==> src/rtl/verificar_pin.sv <==
// PIN checker: compares a submitted 4-digit BCD PIN against the master and user PINs,
// pulses ok/fail, counts consecutive failures and enforces a tick-timed lockout.
package verificar_pin_pkg;
  typedef struct packed {
    logic       status;
    logic [3:0] digit1;
    logic [3:0] digit2;
    logic [3:0] digit3;
    logic [3:0] digit4;
  } pinPac_t;
endpackage

module verificar_pin
  import verificar_pin_pkg::*;
#(
  parameter int MAX_TRIES  = 3,
  parameter int LOCK_TICKS = 30,
  localparam int FCW = $clog2(MAX_TRIES + 1),
  localparam int LCW = $clog2(LOCK_TICKS + 1)
) (
  input  logic           clk,
  input  logic           rst,
  input  pinPac_t        pin_in,
  input  logic           tick,
  input  logic [15:0]    master_pin,
  input  logic [63:0]    user_pins,
  input  logic [3:0]     user_en,
  output logic           pin_ok,
  output logic           pin_master,
  output logic           pin_fail,
  output logic [1:0]     user_idx,
  output logic           lockout,
  output logic [FCW-1:0] fail_count,
  output logic [LCW-1:0] lock_remaining
);

  localparam logic [1:0] S_IDLE    = 2'd0;
  localparam logic [1:0] S_COMPARE = 2'd1;
  localparam logic [1:0] S_RESULT  = 2'd2;
  localparam logic [1:0] S_LOCKED  = 2'd3;

  logic [1:0]     r_state;
  logic           r_status_prev;
  logic [15:0]    r_pin_q;

  logic           w_submit;
  logic [3:0]     w_digit_bad;
  logic           w_any_bad;
  logic           w_master_hit;
  logic [3:0]     w_user_hit;
  logic           w_user_any;
  logic [1:0]     w_user_sel;
  logic [FCW-1:0] w_fail_inc;

  assign w_submit = pin_in.status & ~r_status_prev;

  genvar gi;
  generate
    for (gi = 0; gi < 4; gi++) begin : g_cmp
      assign w_digit_bad[gi] = (r_pin_q[4*gi +: 4] > 4'd9);
      assign w_user_hit[gi]  = user_en[gi] && (user_pins[16*gi +: 16] == r_pin_q);
    end
  endgenerate

  assign w_any_bad    = |w_digit_bad;
  assign w_master_hit = (r_pin_q == master_pin);
  assign w_user_any   = |w_user_hit;
  assign w_fail_inc   = fail_count + FCW'(1);

  // Scan from the top so the lowest matching slot wins.
  always_comb begin
    w_user_sel = 2'd0;
    for (int i = 3; i >= 0; i--) begin
      if (w_user_hit[i]) w_user_sel = 2'(i);
    end
  end

  always_ff @(posedge clk or posedge rst) begin
    if (rst) begin
      r_state        <= S_IDLE;
      r_status_prev  <= 1'b0;
      r_pin_q        <= 16'h0000;
      pin_ok         <= 1'b0;
      pin_master     <= 1'b0;
      pin_fail       <= 1'b0;
      user_idx       <= 2'd0;
      lockout        <= 1'b0;
      fail_count     <= '0;
      lock_remaining <= '0;
    end else begin
      r_status_prev <= pin_in.status;
      pin_ok        <= 1'b0;
      pin_master    <= 1'b0;
      pin_fail      <= 1'b0;
      case (r_state)
        S_IDLE: begin
          if (w_submit) begin
            r_pin_q <= {pin_in.digit1, pin_in.digit2, pin_in.digit3, pin_in.digit4};
            r_state <= S_COMPARE;
          end
        end
        S_COMPARE: begin
          r_state <= S_RESULT;
          if (!w_any_bad && w_master_hit) begin
            pin_ok     <= 1'b1;
            pin_master <= 1'b1;
            fail_count <= '0;
          end else if (!w_any_bad && w_user_any) begin
            pin_ok     <= 1'b1;
            user_idx   <= w_user_sel;
            fail_count <= '0;
          end else begin
            pin_fail   <= 1'b1;
            fail_count <= w_fail_inc;
            if (w_fail_inc == FCW'(MAX_TRIES)) begin
              lockout        <= 1'b1;
              lock_remaining <= LCW'(LOCK_TICKS);
            end
          end
        end
        S_RESULT: begin
          r_state <= lockout ? S_LOCKED : S_IDLE;
        end
        default: begin
          // Locked: only ticks matter; the last tick releases straight to idle.
          if (tick) begin
            if (lock_remaining <= LCW'(1)) begin
              lock_remaining <= '0;
              lockout        <= 1'b0;
              fail_count     <= '0;
              r_state        <= S_IDLE;
            end else begin
              lock_remaining <= lock_remaining - LCW'(1);
            end
          end
        end
      endcase
    end
  end

endmodule
==> config.mk <==
export PLATFORM = sky130hd
export DESIGN_NAME = verificar_pin
export DESIGN_NICKNAME = d
export VERILOG_FILES = /design/src/rtl/verificar_pin.sv
export SDC_FILE = /design/constraint.sdc
export NUM_CORES = 1
export LEC_CHECK = 0
export CAP_MARGIN = 10
export CORE_MARGIN = 1.5
export CORE_UTILIZATION = 38
export DETAILED_ROUTE_END_ITERATION = 12
export PLACE_DENSITY_LB_ADDON = 0.3
export SETUP_SLACK_MARGIN = 0.05
export SLEW_MARGIN = 20
export SYNTH_ARGS = -nofsm -noshare
export SYNTH_HDL_FRONTEND = slang
export SYNTH_SLANG_ARGS = --single-unit
==> constraint.sdc <==
create_clock -name clk -period 1.95 [get_ports clk]
set_input_delay 0.2925 -clock clk [delete_from_list [all_inputs] [get_ports clk]]
set_output_delay 0.2925 -clock clk [all_outputs]
set_load 0.01 [all_outputs]
==> metrics.txt, run 1 <==
peak supply drop=0.8020 mV; Fmax=466.1 MHz; htree depth=2; hold buffers post-CTS=0; DRT Pass-1 Iters=4; critical path launch point type=flop; Max FO, Critical Path=4; Mapped Cells=255; Avg WL per Cell=16.76 um; Final Wtd Congestion=0.8382; Crit path required time=2.13 ns; Synth top cells by count=46 x xor2_1, 34 x xnor2_1, 32 x dfrtp_1; layout overhead on the synthesized area=71.74%; top-area cell type share of the netlist area=0.3195; diode count=0; Starting DRT DRC Count=83; pwr dens=1173 nW/um^2; critical-path cell list=buf_4 -> xor2_1 -> nor4_1 -> buf_4 -> nand2_1 -> and4bb_2 -> nor2b_4 -> a21oi_2 -> mux2_4; Synth cell types=41; Setup Skew=0.01204 ns; Num Clock Sinks=32; initial antenna violation count=0; Die X-Extent=84.21 um; vias per inst=5.012; DR vias=2476; grt total ovfl=0; most frequent CP cell=buf_4; Sum Neg Setup Slack=-1.564 ns; Syn Nets=362; post-layout min period=2.145 ns; GRT Total Usage=0.2291; placed cells=481; fin nets=524; Clock transition at path regs=0.07 ns; clock buffer depth=2; family with the most delay on the worst path=simple AND/OR/NAND/NOR gates; largest cells by area after synthesis=dfrtp_1 32%, xor2_1 16%, xnor2_1 12%, mux2_2 7.6%, buf_4 3.6%; setup slack after placement=-0.5001 ns; Mapped Area=2506 um^2; Worst Reg-to-Reg Cells=9; die area=7091 um^2; TritonCTS Buffers=5; final hold vios=0; row cnt=29; setup repair after global routing missed its margin=yes; flops & latches, synth=32; CTS Root Cell=clkbuf_8; Yosys warnings=0; dpl hpwl=6.450 mm; setup violators final=12; CP arrival=2.32 ns; headroom to the max-slew limit=0.6777; top-count cell post-synth=xor2_1; overall power consumption=5.049 mW; PnR worst setup slack=-0.1955 ns; final core occ=0.6778; final worst path period share=1.100; Async SR Flop Fraction=1.000; Max Cap Viol=0; Initial Util=0.3947; Leak=1.765 nW; post-route ant nets=0; Worst-Skew Late Latency=0.29 ns; CP peak stage delay=0.45 ns; sequential share of the synthesized area=0.3195; DRC=0; final instance area=4304 um^2; ys flop type=dfrtp_1; area leader, netlist=dfrtp_1; largest net degree at the start of global routing=33; I/O Pins=117; IO Port Bufs=116; CP bufs+invs=2; WS Path Type=flop to flop; failing checks=negative setup slack; CTS tree=yes; first-pass GRT wire length=12.65 mm; Placed Area=4019 um^2; Slew Limit Fails=0; outcome=complete, but fails checks; Syn Area/Cell=9.828 um^2; Slew @ Worst Pin=0.4798 ns; layout cells sized above 1=0.2830; Hold/Removal Path Class=input pin to async pin; Die H=84.21 um; core area=6350 um^2; CP max stage cell=dfrtp_2; hold slack=0.3918 ns; number of global-route vias before repair=2524; EDFF count, synth=0; Stages on worst setup path=9; crit path capture type=flop; Non-Filler Instances=494; Post-Route WL=8.278 mm
[final cells by class]
class                      instances  area [um^2]
fill                             513         2046
timing repair buffer             173         1597
inverter                           7        26.28
multi-input combinational        198         1674
clock buffer                       7        96.34
tap                               77        96.34
sequential                        32        814.5
[worst register-to-register path: cells and delay by family, from the launching register on]
| family | cells | cell delay (ns) |
|---|---|---|
| compound gates | 1 | 0.13 |
| xor+xnor | 1 | 0.15 |
| buf+inv | 2 | 0.32 |
| flops | 1 | 0.45 |
| mux | 1 | 0.30 |
| simple gates | 4 | 0.69 |
[cell families (layout without fill, tap and decap cells)]
| kind of cell | count (synthesis) | in the layout | share of synthesized area |
|---|---|---|---|
| DFF | 32 | 32 | 0.3195 |
| and+or+nand+nor | 67 | 67 | 0.1608 |
| muxes | 18 | 18 | 0.08088 |
| xor gates and xnor gates | 80 | 80 | 0.2796 |
| buffers and inverters | 25 | 187 | 0.06790 |
| adders and majority gates | 3 | 3 | 0.01498 |
| AOI/OAI and AO/OA | 30 | 30 | 0.07638 |
[cells in the final DEF, fill, tap and decap left out, types with 3 or more instances in the layout]
cell / n
a21oi_1: 7
buf_4: 55
clkbuf_8: 7
clkdlybuf4s50_1: 116
dfrtp_1: 21
dfrtp_2: 11
ha_1: 3
inv_1: 7
mux2_2: 17
nand2_1: 12
nand3_1: 3
nand4_1: 9
nor2_1: 6
nor2b_1: 3
nor3_1: 4
nor4_1: 6
nor4_2: 8
nor4_4: 3
o21ai_0: 3
o21ai_1: 4
xnor2_1: 33
xor2_1: 45
[flip-flops by register name, summed over array words and instances, names as in the netlist]
register and flops:
r_pin_q 16, lock_remaining 5, fail_count 2, r_state 2
user_idx 2, lockout 1, pin_fail 1, pin_master 1
pin_ok 1, r_status_prev 1
[layer usage]
metal,share of wire,vias up,global-route usage
li1,-,1195,-
met1,0.42,1169,0.2901
met2,0.49,101,0.3956
met3,0.069,11,0.05506
met4,0.013,0,0.05365
met5,0,-,0
[repair_timing]
item	CTS	global route
pin swaps	7	10
resized for setup	21	15
setup endpoints to repair	12	12
buffers inserted	1	6
[where the power goes]
part	internal (mW)	switching [mW]
clock network	0.314	0.246
registers	0.969	0.498
logic	1.77	1.25
[worst paths after layout]
kind | end | slack (ns) | start
min in group clk | r_status_prev | 0.51 | pin_in[16]
max in group asynchronous | r_pin_q[2] | 1.23 | rst
setup / recovery | user_idx[0] | -0.20 | r_pin_q[6]
hold reg to reg | fail_count[0] | 0.54 | fail_count[0]
hold / removal | user_idx[1] | 0.39 | rst
setup reg to reg | user_idx[0] | -0.20 | r_pin_q[6]
(Power assumes the default switching activity.)
==> run 2, diff against run 1 <==
- SLEW_MARGIN: 20 -> 25
==> results of run 2 <==
No change in the layout: final DEF, timing and power equal those of run 1.
